==> src/rtl/mpu_commit_ctrl.sv <==
// Issue-number allocator and in-order commit tracker for the MPU dispatch path.
// Threads are allocated at the tail, committed per TPU, and retired from the head in issue order.
module mpu_commit_ctrl #(
    parameter int NUM_ENTRY      = 8,
    parameter int WIDTH_ENTRY    = 3,
    parameter int NUM_TPUS       = 1,
    parameter int WIDTH_THREADID = 32
) (
    input  logic                            clock,
    input  logic                            reset,
    input  logic                            I_Req,
    input  logic [WIDTH_THREADID-1:0]       I_ThreadID,
    input  logic [NUM_TPUS-1:0]             I_En_TPU,
    output logic                            O_Ack,
    output logic [WIDTH_ENTRY-1:0]          O_IssueNo,
    input  logic [NUM_TPUS-1:0]             I_Commit,
    input  logic [NUM_TPUS*WIDTH_ENTRY-1:0] I_Commit_No,
    output logic                            O_Retire,
    output logic [WIDTH_THREADID-1:0]       O_Retire_ID,
    output logic [WIDTH_ENTRY-1:0]          O_Retire_No,
    input  logic                            I_Drain,
    output logic                            O_Drained,
    output logic                            O_Full,
    output logic                            O_Empty,
    output logic [WIDTH_ENTRY:0]            O_Count,
    output logic                            O_Err
);
    // state | meaning
    // RUN   | allocation allowed while table has space
    // DRAIN | allocation blocked; commits and retires continue until host releases
    typedef enum logic {ST_RUN, ST_DRAIN} state_t;

    localparam int CNT_W = WIDTH_ENTRY + 1;

    state_t                    state_q, state_d;
    logic [NUM_ENTRY-1:0]      valid_q, valid_d;
    logic [NUM_TPUS-1:0]       wait_q [NUM_ENTRY];
    logic [NUM_TPUS-1:0]       wait_d [NUM_ENTRY];
    logic [WIDTH_THREADID-1:0] tid_q  [NUM_ENTRY];
    logic [WIDTH_ENTRY-1:0]    head_q, tail_q;
    logic [CNT_W-1:0]          count_q, count_d;
    logic                      retire_d;
    logic                      commit_err;

    assign O_Full    = (count_q == CNT_W'(NUM_ENTRY));
    assign O_Empty   = (count_q == '0);
    assign O_Count   = count_q;
    assign O_IssueNo = tail_q;
    assign O_Ack     = I_Req & ~O_Full & (state_q == ST_RUN);

    always_comb begin
        state_d    = state_q;
        valid_d    = valid_q;
        wait_d     = wait_q;
        commit_err = 1'b0;
        retire_d   = valid_q[head_q] && (wait_q[head_q] == '0);

        case (state_q)
            ST_RUN:   if (I_Drain)  state_d = ST_DRAIN;
            ST_DRAIN: if (!I_Drain) state_d = ST_RUN;
            default:  state_d = ST_RUN;
        endcase

        // Legality is judged on registered state, so a same-cycle allocation cannot be committed.
        for (int k = 0; k < NUM_TPUS; k++) begin
            if (I_Commit[k]) begin
                if (valid_q[I_Commit_No[k*WIDTH_ENTRY +: WIDTH_ENTRY]] &&
                    wait_q[I_Commit_No[k*WIDTH_ENTRY +: WIDTH_ENTRY]][k]) begin
                    wait_d[I_Commit_No[k*WIDTH_ENTRY +: WIDTH_ENTRY]][k] = 1'b0;
                end else begin
                    commit_err = 1'b1;
                end
            end
        end

        if (retire_d) begin
            valid_d[head_q] = 1'b0;
            wait_d[head_q]  = '0;
        end

        // Head and tail only coincide when full (no ack) or empty (no retire), so these never collide.
        if (O_Ack) begin
            valid_d[tail_q] = 1'b1;
            wait_d[tail_q]  = I_En_TPU;
        end

        count_d = count_q + CNT_W'(O_Ack) - CNT_W'(retire_d);
    end

    always_ff @(posedge clock or negedge reset) begin
        if (!reset) begin
            state_q     <= ST_RUN;
            valid_q     <= '0;
            for (int i = 0; i < NUM_ENTRY; i++) wait_q[i] <= '0;
            head_q      <= '0;
            tail_q      <= '0;
            count_q     <= '0;
            O_Retire    <= 1'b0;
            O_Retire_ID <= '0;
            O_Retire_No <= '0;
            O_Drained   <= 1'b0;
            O_Err       <= 1'b0;
        end else begin
            state_q   <= state_d;
            valid_q   <= valid_d;
            wait_q    <= wait_d;
            count_q   <= count_d;
            O_Retire  <= retire_d;
            O_Drained <= (state_d == ST_DRAIN) && (count_d == '0);
            O_Err     <= O_Err | commit_err;
            if (O_Ack) tail_q <= tail_q + WIDTH_ENTRY'(1);
            if (retire_d) begin
                head_q      <= head_q + WIDTH_ENTRY'(1);
                O_Retire_ID <= tid_q[head_q];
                O_Retire_No <= head_q;
            end
        end
    end

    always_ff @(posedge clock) begin
        if (O_Ack) tid_q[tail_q] <= I_ThreadID;
    end

endmodule
==> config.mk <==
export PLATFORM = sky130hd
export DESIGN_NAME = mpu_commit_ctrl
export DESIGN_NICKNAME = d
export VERILOG_FILES = /design/src/rtl/mpu_commit_ctrl.sv
export SDC_FILE = /design/constraint.sdc
export NUM_CORES = 1
export LEC_CHECK = 0
export ABC_CLOCK_PERIOD_IN_PS = 4920
export CORE_UTILIZATION = 58
export CTS_CLUSTER_SIZE = 30
export DETAILED_ROUTE_END_ITERATION = 16
export PLACE_DENSITY_LB_ADDON = 0.2
export SYNTH_ARGS = -nofsm -noshare
export SYNTH_HDL_FRONTEND = slang
export SYNTH_SLANG_ARGS = --single-unit
==> constraint.sdc <==
create_clock -name clock -period 4.92 [get_ports clock]
set_clock_uncertainty 0.15 [all_clocks]
set_input_delay 0.984 -clock clock [delete_from_list [all_inputs] [get_ports clock]]
set_output_delay 0.984 -clock clock [all_outputs]
set_load 0.005 [all_outputs]
Word level (Yosys, flattened, before mapping)
Memory sizes are Yosys's and may differ from the RTL's. A register that Yosys moved wholly into a read port is not among the register bits.
Index checks and enable logic that the tools add are counted.
- equal/unequal tests: 1
- bitwise gates (word level): 16
- multiplexer cells: 32
- magnitude comparators: 11
- $add $sub $neg: 4
- reduce and logical (&&, ||, !) cells: 11
- operators by type and width (operator ; number):
    $mux 8 ; 6
    $and 8x8->8 ; 3
    $not 8->8 ; 3
    $mux 1 ; 16
    $demux 1 s3 ; 5
    $bmux 1 s3 ; 4
    $ge 4x4->1 const B ; 3
    $lt 3x4->1 const B ; 3
    $lt 4x1->1 const B ; 3
    $not 3->4 ; 3
    $bwmux 8 ; 1
    $logic_and 1x1->1 ; 8
    $logic_not 4->1 ; 2
    $or 8x8->8 ; 1
    $add 3x1->3 const B ; 2
    $ge 3x1->1 const B ; 2
    $add 4x1->4 ; 1
    $eq 4x4->1 const B ; 1
    $sub 4x1->4 ; 1
    $not 1->1 ; 3
    $and 1x1->1 ; 2
    $logic_not 1->1 ; 1
    $or 1x1->1 ; 1
- memories kept: 1
- register bits: 33
- output and inout bits: 48
- input port bits: 41
- RAM bits: 256
- logic and storage cells: 93
- memories (name ; depth ; width ; rd ports ; clocked after Yosys merged registers in ; write ports ; RTL line ; source):
    tid_q ; 8 ; 32 ; 1 ; 1 ; 1 ; 39 ; logic [WIDTH_THREADID-1:0] tid_q [NUM_ENTRY];

Longest topological paths before layout
Gate-level depths: netlist (run 1).
- depth in word-level cells: 13
- gate-level depth with buffers: 14
- mapped depth without buffers: 10

Worst setup path before layout (run 1)
No wires, ideal clock.
- kind: input to register
- from: input port I_Req
- to: memory tid_q[0][0], enable pin
- slack: 0.353 ns
- required time: 4.303 ns
- library setup time: 0.467 ns
- arrival: 3.951 ns
- path buffers: 0
- cell stages on the path: 3
- path through: nor3b_2 -> nand2b_1 -> nor3_1
- word-level cells in the longest chain between the ends: 4
- RTL lines (what ; RTL line ; source):
    start, declared ; 11 ; input logic I_Req,
    $and 1x1->1 (2 in a row) ; 49 ; assign O_Ack = I_Req & ~O_Full & (state_q == ST_RUN);
    $mux 1 ; 121 ; if (O_Ack) tid_q[tail_q] <= I_ThreadID;
    $mux 1 (implied by the code) ; 121 ;
    end, declared ; 39 ;
Every way passes these cells.

Final worst setup path (run 1)
- from: input port I_Req
- to: output port O_Ack
- word-level cells in the longest chain between the ends: 2
- RTL lines (what ; RTL line ; source):
    $and 1x1->1 (2 in a row) ; 49 ;
    end, declared ; 14 ; output logic O_Ack,
Every way passes these cells.

==> results by group, run 1 <==
Finish
  – Ant diodes: 0
  – Filler instances: about 1300
  – Area grow syn2layout: 17.6%
  – Design area: roughly 0.015 mm2
  – Nets: slightly below 900
  – Layout cells sized above 1: approximately 16%

Detailed routing
  – Drt drc: 0
  – Drt initial violations: ~530
  – Via count: between 7000 and 8000
  – Final WL: approximately 27000 um
  – DRT Pass-1 Iters: 5
  – DR vias/cell: approximately 6.3
  – Avg WL per Cell: about 24 um
  – ANT nets after route: 0

Logic synthesis
  – Yosys top cell by area: edfxtp_1
  – Ys async rst share: between 20% and 30%
  – Top FF cell, synth: edfxtp_1
  – Post-Syn Area: roughly 0.013 mm2
  – Net Count, Synth: 790
  – Register bit total from synthesis: between 300 and 400
  – Gate Count Post-Synth: 740
  – YS warnings: 0
  – Post-Syn Area per Cell: ~17 um2
  – Sequential share of the synthesized area: between 70 and 80%
  – Most frequent cell after synthesis: edfxtp_1
  – Yosys cell types: 51
  – Post-synth EDFFs: 256
  – Top-area cell type share of the netlist area: between 60 and 70%
  – Synth top cells by count: edfxtp_1 (256), dfrtp_1 (65), nand2_1 (52), mux2_2 (39), nor2_1 (39)
  – Ranking of synthesized cells by area: edfxtp_1 (61%), dfrtp_1 (13%), mux4_2 (4.8%), mux2_2 (3.5%), a221oi_1 (2.0%)

Clock tree
  – Clock transition at path regs: approximately 0.06 ns
  – CTS max path bufs: 3
  – TritonCTS Sinks: approximately 320
  – Worst-Skew Late Latency: approximately 0.55 ns
  – Num CTS Buffers: 31
  – Clock Tree Root: clkbuf_16
  – CTS tree: done
  – H-tree Lvls: 1
  – Resize count post-CTS: 0
  – # hold bufs at CTS: 0
  – Post-CTS setup buffers: 0

Power
  – Cell-internal power: between 6000 and 7000 uW
  – VDD IR max: approximately 0.43 mV
  – Switching Power: between 2000 and 3000 uW
  – Seq pwr share: between 40% and 50%
  – Sw Ratio: around a third
  – Pwr dens: just over 600 mW/mm2
  – Logic pwr share: 32.2%
  – Leak: approximately 0.005 uW
  – Clock network fraction of total power: between 20% and 30%

Setup path
  – Crit Path Class: in -> out
  – R2R Setup Slk: 1.60 ns
  – R2R Path End: O_Drained
  – Data required, critical path: 3.79 ns
  – CP Launch Point: I_Req
  – CP startpoint kind: input pin
  – CP arrival: 2.53 ns
  – Crit path to: O_Ack
  – Setup crit end kind: output port
  – CP max FO: 8
  – Reg2reg start: head_q[0]
  – Cells on worst reg2reg path: 10

Die
  – Die Span Y: about 150 um
  – Initial Util: between 50% and 60%
  – Die outline width: approximately 150 um
  – # rows: 53
  – Top Ports: ~90
  – Area of the core: 0.0211 mm2
  – Die ar.: between 0.02 and 0.025 mm2

STA
  – RSZ-0062 raised after global routing: no
  – Final WS setup: roughly 1.3 ns
  – Fin. Hold Viols: 0
  – Slew @ Worst Pin: 1.07 ns
  – Fin crit period: about 3.7 ns
  – Crit share post-route: between 70% and 80%
  – Max Freq: around 270 MHz
  – Hold_ws: between 0.3 and 0.4 ns
  – Rel. slew slack: between 20% and 30%
  – Setup TNS: 0 ns
  – Setup Viol. Count Final: 0
  – Slew Limit Fails: 0

GRT
  – GR Overflow Total: 0
  – Initial antenna violation count: 0
  – Vias in the first global route: approximately 7400
  – Global-route wire length before repair: 41600 um
  – Largest net degree at the start of global routing: 72
  – GRT Resource Usage Total: 25.3%

Hold path
  – Hold WC Path Type: reg -> reg

Place
  – Port buffer count: between 80 and 90
  – Placer Congestion: 0.871
  – Dpl hpwl: 14800 um
  – Placed cell area: 0.0137 mm2
  – DP Worst Slack: 1.24 ns

Job
  – Maxcap violations: 0

Outcome
  – Status: finished clean
-- worst min path at each step --
stage	slack, ns	to	startpoint	depth (start not counted)
2_1_floorplan	0.32	O_Err	O_Err	1
3_3_place_gp	0.31	O_Err	O_Err	1
3_5_place_dp	0.32	O_Err	O_Err	1
4_1_cts	0.34	O_Err	O_Err	1
5_1_grt	0.37	O_Retire_ID[29]	O_Retire_ID[29]	1
6_report	0.33	O_Err	O_Err	1
-- area by class of cell --
type	count	area [um2]	share of cell area [%]
sequential	321	9320	63.1
multi-input combinational	363	3020	20.5
timing repair buffer	105	1010	6.82
clock buffer	44	835	5.65
tap	275	344	2.33
clock inverter	14	175	1.19
inverter	16	60.1	0.407
-- power groups by stage --
stage / clock network (uW) / registers (uW) / logic [uW]
after floorplan: 0 / 3640 / 1990
after global placement: 0 / 3820 / 2830
after detailed placement: 0 / 3850 / 2900
after CTS: 2380 / 3800 / 2930
after global routing: 2480 / 3850 / 3190
final: 2340 / 3790 / 2920
-- layer usage --
layer / GRT usage [%] / routed length, um
met5: 0 / 0
met3: 4.28 / 2120
met2: 40.5 / 12900
met4: 8.88 / 635
met1: 35.6 / 11200
-- per-stage QoR --
stage | utilization [%] | instances | total power (uW)
finish | 70.0 | 1138 | 9050
global route | 70.0 | 1138 | 9520
CTS | 70.0 | 1138 | 9110
detailed placement | 65.2 | 1080 | 6750
global placement | 65.2 | 1080 | 6650
floorplan | - | 740 | 5640
-- logic make-up after synthesis --
| kind of cell | synth area share (%) |
|---|---|
| flip-flops | 74.2 |
| AO/OA/AOI/OAI | 8.04 |
| AND/OR/NAND/NOR | 4.47 |
| multiplexers | 9.95 |
| buffers and inverters | 1.96 |
| adder cells (fa/ha/maj) | 0.957 |
| XOR/XNOR | 0.419 |
-- placed cells by master, fill, tap and decap left out, drive strengths merged, types with 3 or more instances in the layout --
cell	instances
edfxtp	256
clkdlybuf4s50	87
dfrtp	65
nand2	52
clkbuf	44
mux2	40
nor2	39
a221oi	28
mux4	27
o21ai	27
mux2i	19
buf	18
inv	17
a21oi	13
a31oi	13
o221ai	11
a22oi	11
o21a	9
ha	8
clkinv	7
nand3	6
a22o	6
nand2b	5
xnor2	4
o31ai	4
bufinv	4
nor2b	3
and2	3
nand3b	3
o2bb2ai	3
a221o	3
-- critical path, cell delays in order --
cell	delay (ns)
clkdlybuf4s50_1	0.44
nor3b_2	0.49
clkdlybuf4s50_1	0.61
-- flip-flops by register name, indices dropped and copies added, names as in the netlist --
register and count:
state_q 1, head_q 3, O_Err 1, O_Count 4, O_Retire 1, O_Drained 1, wait_q 8, valid_q 8
tid_q 256, O_Retire_No 3, O_IssueNo 3, O_Retire_ID 32
No activity file was read; power rests on OpenSTA's default activity.
==> inputs of run 2 (changes only) <==
--- a/config.mk
+++ b/config.mk
@@ -5,8 +5,8 @@
 export SDC_FILE = /design/constraint.sdc
 export NUM_CORES = 1
 export LEC_CHECK = 0
-export ABC_CLOCK_PERIOD_IN_PS = 4920
-export CORE_UTILIZATION = 58
+export ABC_CLOCK_PERIOD_IN_PS = 3000
+export CORE_UTILIZATION = 53
 export CTS_CLUSTER_SIZE = 30
 export DETAILED_ROUTE_END_ITERATION = 16
 export PLACE_DENSITY_LB_ADDON = 0.2
==> constraint.sdc (replaced) <==
create_clock -name clock -period 3 [get_ports clock]
set_clock_uncertainty 0.15 [all_clocks]
set_input_delay 0.6 -clock clock [delete_from_list [all_inputs] [get_ports clock]]
set_output_delay 0.6 -clock clock [all_outputs]
set_load 0.005 [all_outputs]
==> run 2 against run 1 <==
Against the previous run: combinational power increased by 76%; design area grew 2.7%; global-route usage decreased by 1.5 points; routed wire length grew 3.1%; clock power grew 75%; first-iteration DRC count increased by 18%; critical path type is now reg -> reg; largest cell class unchanged.
==> results by group, run 2 (synthesis results as in run 1) <==
Setup path
  – Reg2reg start: head_q[2]
  – Data required, critical path: roughly 3.2 ns
  – R2R Path End: O_Drained
  – CP startpoint kind: flop
  – Setup crit end kind: flop
  – Crit Path Class: reg -> reg
  – CP max FO: 11
  – CP arrival: about 3.1 ns
  – Cells on worst reg2reg path: 10
  – R2R Setup Slk: 0.13 ns

Clock tree
  – Num CTS Buffers: 34
  – TritonCTS Sinks: between 300 and 400
  – CTS max path bufs: 3
  – Clock Tree Root: clkbuf_16
  – H-tree Lvls: 2
  – CTS tree: done
  – Clock transition at path regs: around 0.06 ns
  – Worst-Skew Late Latency: approximately 0.50 ns

Finish
  – Post-Layout Cell Count: about 1200
  – Max reg flops: 256
  – Nets: 904
  – Register area: 0.00932 mm2
  – Ant diodes: 0
  – Largest regs: tid_q (256), O_Retire_ID (32)
  – Commonest non-fill, non-tap cells in the layout: edfxtp_1 (256), clkdlybuf4s50_1 (87), dfrtp_1 (62), nand2_1 (52), mux2_2 (39)
  – Area grow syn2layout: 20.7%
  – Filler instances: 1562
  – Commonest non-fill, non-tap cell in the layout: edfxtp_1
  – Layout cells sized above 1: 18.5%
  – Largest Register: tid_q
  – Area of the multi-input gates: just over 0.003 mm2

Detailed routing
  – Via count: slightly above 7000
  – Drt drc: 0
  – DR vias/cell: around 6
  – Drt initial violations: 631
  – DRT Pass-1 Iters: 5
  – ANT nets after route: 0
  – Avg WL per Cell: roughly 23 um
  – Final WL: about 28000 um

GRT
  – Global-route wire length before repair: 42800 um
  – GRT Resource Usage Total: between 20% and 30%
  – Largest net degree at the start of global routing: 72
  – GR Overflow Total: 0
  – Initial antenna violation count: 1
  – Vias in the first global route: around 7300

Power
  – Cell-internal power: around 10000 uW
  – Sw Ratio: 32.2%
  – VDD IR max: 0.650 mV
  – Switching Power: roughly 5000 uW
  – Power, Total: approximately 15000 uW
  – Pwr dens: slightly above 1000 mW/mm2
  – Clock network fraction of total power: between 20% and 30%
  – Seq pwr share: between 30% and 40%
  – Logic pwr share: between 30% and 40%
  – Leak: 0.00522 uW

Die
  – Die outline width: 156 um
  – Die Span Y: approximately 160 um
  – Die ar.: approximately 0.024 mm2
  – Top Ports: between 80 and 90
  – Area of the core: between 0.02 and 0.025 mm2
  – Initial Util: 54.8%
  – # rows: 55

STA
  – RSZ-0062 raised after global routing: no
  – Slew @ Worst Pin: between 0.9 and 1 ns
  – Setup Viol. Count Final: 0
  – Max Freq: 348 MHz
  – Slew Limit Fails: 0
  – Fin. Hold Viols: 0
  – Fin crit period: about 2.9 ns
  – Rel. slew slack: between 30% and 40%
  – Crit share post-route: between 90% and 100%

Place
  – Dpl hpwl: roughly 15000 um
  – Port buffer count: 88
  – Post-Place Cells: between 1000 and 1500
  – Placer Congestion: 0.848

Outcome
  – Status: finished clean

Hold path
  – Hold path depth: 1
  – WHS Endpoint: O_Err
  – HP Start: O_Err
  – Hold WC Path Type: reg -> reg

Job
  – Maxcap violations: 0
run 2: cell count changes in the layout (fill, tap and decap cells not counted), moves of 2 or more:
cell / delta
buf_12: +11
clkbuf_1: -7
clkbuf_16: +4
clkinv_1: +2
clkinv_2: +3
run 2: final cells by class:
| cell class | count | share of cell area (%) |
|---|---|---|
| multi-input cells | 363 | 20.1 |
| repair buffers | 118 | 8.21 |
| inverters | 16 | 0.396 |
| well taps | 313 | 2.58 |
| clock buffers | 42 | 6.08 |
| flip-flops and latches | 321 | 61.5 |
| clock inverters | 19 | 1.17 |
run 2: metrics by stage:
step | setup WS [ns] | TNS (ns) | hold WS [ns] | utilization (%) | cell area, um2
after floorplan | -0.423 | -52.19 | 0.154 | - | 12600
after global placement | 0.179 | 0 | 0.313 | 61.2 | 14000
after detailed placement | 0.0254 | 0 | 0.324 | 61.2 | 14000
after CTS | 0.00526 | 0 | 0.341 | 66.1 | 15100
after global routing | 0.000580 | 0 | 0.362 | 66.1 | 15200
final | 0.127 | 0 | 0.337 | 66.1 | 15200
run 2: power groups by stage:
stage	combinational (uW)	sequential (uW)	clock (uW)
floorplan	3310	5980	0
global placement	5030	6080	0
detailed placement	5150	6110	0
CTS	5180	6030	4180
global route	5640	6110	4330
finish	5150	6030	4100
run 2: worst max-delay path by stage:
stage                     startpoint     endpoint  cells after the start
after CTS                  head_q[2]    O_Drained                     10
after global routing       head_q[2]    O_Drained                     10
after floorplan           O_Count[2]  tid_q[1][0]                      6
after global placement     head_q[2]    O_Drained                     10
after detailed placement   head_q[2]    O_Drained                     10
final                      head_q[2]    O_Drained                     10
run 2: what timing repair did:
action / CTS / global route
setup buffers: 0 / 1
hold buffers: 1 / 0
gates resized for setup: 0 / 2
endpoints found under the setup margin: 0 / 2
endpoints found under the hold margin: 31 / 0
run 2: routing by layer:
| layer | wire, um | GRT usage (%) | up-vias |
|---|---|---|---|
| li1 | - | - | 3144 |
| met1 | 12000 | 34.0 | 3583 |
| met2 | 13200 | 37.6 | 292 |
| met3 | 1910 | 4.08 | 46 |
| met4 | 625 | 8.17 | 0 |
| met5 | 0 | 0 | - |
run 2: critical path, cell delays in order (launching register included):
cell and delay, ns:
dfrtp_4 0.53, or3b_2 0.47, a21oi_2 0.24, nor4_4 0.08
ha_1 0.29, inv_1 0.06, ha_1 0.16, inv_1 0.05
fa_1 0.37, xnor2_1 0.26, nor3_2 0.08
==> inputs of run 3 (changes only) <==
--- a/config.mk
+++ b/config.mk
@@ -9,6 +9,7 @@
 export CORE_UTILIZATION = 53
 export CTS_CLUSTER_SIZE = 30
 export DETAILED_ROUTE_END_ITERATION = 16
+export MAX_ROUTING_LAYER = met4
 export PLACE_DENSITY_LB_ADDON = 0.2
 export SYNTH_ARGS = -nofsm -noshare
 export SYNTH_HDL_FRONTEND = slang
==> run 3 against run 2 <==
Against the previous run: clock power up 6.1%; count of clock-buffer cells in the layout unchanged; sequential share of layout area down 0.31 points; final cell count about the same; routed wire length up 1.3%; sequential power about the same; non-clock buffer count up 5; total power up 1.7%; hold slack worse by 0.0024 ns; largest cell class unchanged; first-iteration DRC count down 15%; largest power group unchanged; combinational power about the same.
==> results by group, run 3 (synthesis results as in run 1) <==
Outcome
  – Status: finished clean

Place
  – Placer Congestion: ~0.87
  – Placed cell area: 0.0140 mm2
  – Port buffer count: just under 90
  – Dpl hpwl: roughly 16000 um
  – Post-Place Cells: around 1100

Setup path
  – Worst-path cell chain: or3b_2 > a21oi_2 > nor4_4 > ha_1 > inv_1 > ha_1 > inv_1 > fa_1 > xnor2_1 > nor3_1
  – CP Launch Point: head_q[2]
  – Setup crit end kind: flop
  – CP max FO: 10
  – Critical-path top delay cell: dfrtp_4
  – Crit Path Class: reg -> reg
  – CP max stage delay: roughly 0.53 ns
  – Reg2reg start: head_q[2]
  – CP top delay family: adder cells
  – CP startpoint kind: flop
  – WP buf/inv: 2
  – CP arrival: approximately 3.1 ns
  – Data required, critical path: 3.27 ns

STA
  – RSZ-0062 raised after global routing: no
  – Rel. slew slack: 37.9%
  – Slew @ Worst Pin: just over 0.9 ns
  – Crit share post-route: 95.2%
  – Max Freq: 350 MHz
  – Hold_ws: about 0.33 ns
  – Fin crit period: around 2.9 ns
  – Setup Viol. Count Final: 0
  – Fin. Hold Viols: 0
  – Slew Limit Fails: 0

Die
  – Die Span Y: about 160 um
  – Die outline width: 156 um
  – Top Ports: 89
  – Initial Util: between 50% and 60%
  – Area of the core: approximately 0.023 mm2
  – Die ar.: about 0.024 mm2
  – # rows: between 50 and 60

Detailed routing
  – Drt initial violations: between 500 and 600
  – Final WL: between 20000 and 30000 um
  – ANT nets after route: 0
  – DRT Pass-1 Iters: 5
  – Avg WL per Cell: around 24 um
  – Via count: around 7000
  – Drt drc: 0
  – DR vias/cell: 6.01

Finish
  – Commonest non-fill, non-tap cell in the layout: edfxtp_1
  – Post-Layout Cell Count: roughly 1200
  – Largest regs: tid_q (256), O_Retire_ID (32)
  – Max reg flops: between 200 and 300
  – Ant diodes: 0
  – Largest Register: tid_q
  – Filler instances: ~1600
  – Commonest non-fill, non-tap cells in the layout: edfxtp_1 (256), clkdlybuf4s50_1 (86), dfrtp_1 (62), nand2_1 (52), mux2_2 (39)
  – Area grow syn2layout: 21.4%
  – Nets: a little over 900
  – Design area: about 0.015 mm2
  – Layout cells sized above 1: 18.8%

GRT
  – Initial antenna violation count: 0
  – Global-route wire length before repair: roughly 43000 um
  – Vias in the first global route: between 7000 and 8000
  – GR Overflow Total: 0
  – GRT Resource Usage Total: 24.3%
  – Largest net degree at the start of global routing: about 70

Hold path
  – Hold WC Path Type: reg -> reg
  – HP Start: O_Err

Power
  – VDD IR max: ~0.74 mV
  – Power, Total: 15500 uW
  – Pwr dens: ~1000 mW/mm2
  – Leak: roughly 0.0053 uW

Clock tree
  – Clock Tree Root: clkbuf_16
  – Clock transition at path regs: 0.07 ns
  – CTS tree: done
  – TritonCTS Sinks: 321
  – H-tree Lvls: 1
  – CTS max path bufs: 3
  – Num CTS Buffers: 31
  – Worst-Skew Late Latency: between 0.5 and 0.6 ns

Job
  – Maxcap violations: 0
-- run 3: cell types whose count changed in the layout (fill, tap and decap cells not counted), sizes merged --
cell / change
clkinv: -10
bufinv: +6
buf: +5
clkinvlp: +2
inv: -2
clkdlybuf4s50: -1
dlymetal6s2s: +1
-- run 3: per-stage QoR --
| step | TNS (ns) | setup slack, ns | utilization (%) |
|---|---|---|---|
| finish | 0 | 0.145 | 66.5 |
| global route | 0 | 0.00544 | 66.5 |
| CTS | 0 | 0.0406 | 66.3 |
| detailed placement | 0 | 0.104 | 61.2 |
| global placement | 0 | 0.186 | 61.2 |
| floorplan | -52.19 | -0.423 | - |
-- run 3: routing by layer --
layer	vias up	share of wire, %	GRT usage (%)
met2	234	48	38.1
li1	3143	-	-
met3	54	5.2	3.11
met5	-	0	-
met1	3739	44	33.8
met4	0	2.1	7.00
-- run 3: report_power, final --
group / switching, uW / internal, uW / leakage (uW)
clock network: 1600 / 2740 / 0.000550
registers: 460 / 5580 / 0.00307
logic: 2820 / 2330 / 0.00164
-- run 3: path summary, 6_finish.rpt --
| check | end | slack (ns) | cells after the start |
|---|---|---|---|
| worst max-delay path | O_Drained | 0.14 | 10 |
| max in group asynchronous | O_Retire_ID[25] | 1.58 | 3 |
| min in group asynchronous | O_Err | 0.45 | 2 |
| worst min-delay path | O_Err | 0.33 | 1 |
| worst min register to register | O_Err | 0.33 | 1 |
| worst max register to register | O_Drained | 0.14 | 10 |
-- run 3: what timing repair did --
action                                  4_1_cts  5_1_grt
resized for setup                             0        4
endpoints found under the setup margin        0        2
setup buffers                                 0        4
endpoints found under the hold margin        42        0
hold buffers                                  1        0
-- run 3: final cells by class --
type / count / area (um2) / share of cell area (%)
sequential: 321 / 9320 / 61.2
multi-input combinational: 363 / 3050 / 20.0
timing repair buffer: 123 / 1260 / 8.26
clock buffer: 42 / 847 / 5.56
tap: 313 / 392 / 2.57
clock inverter: 15 / 307 / 2.01
inverter: 16 / 60.1 / 0.394
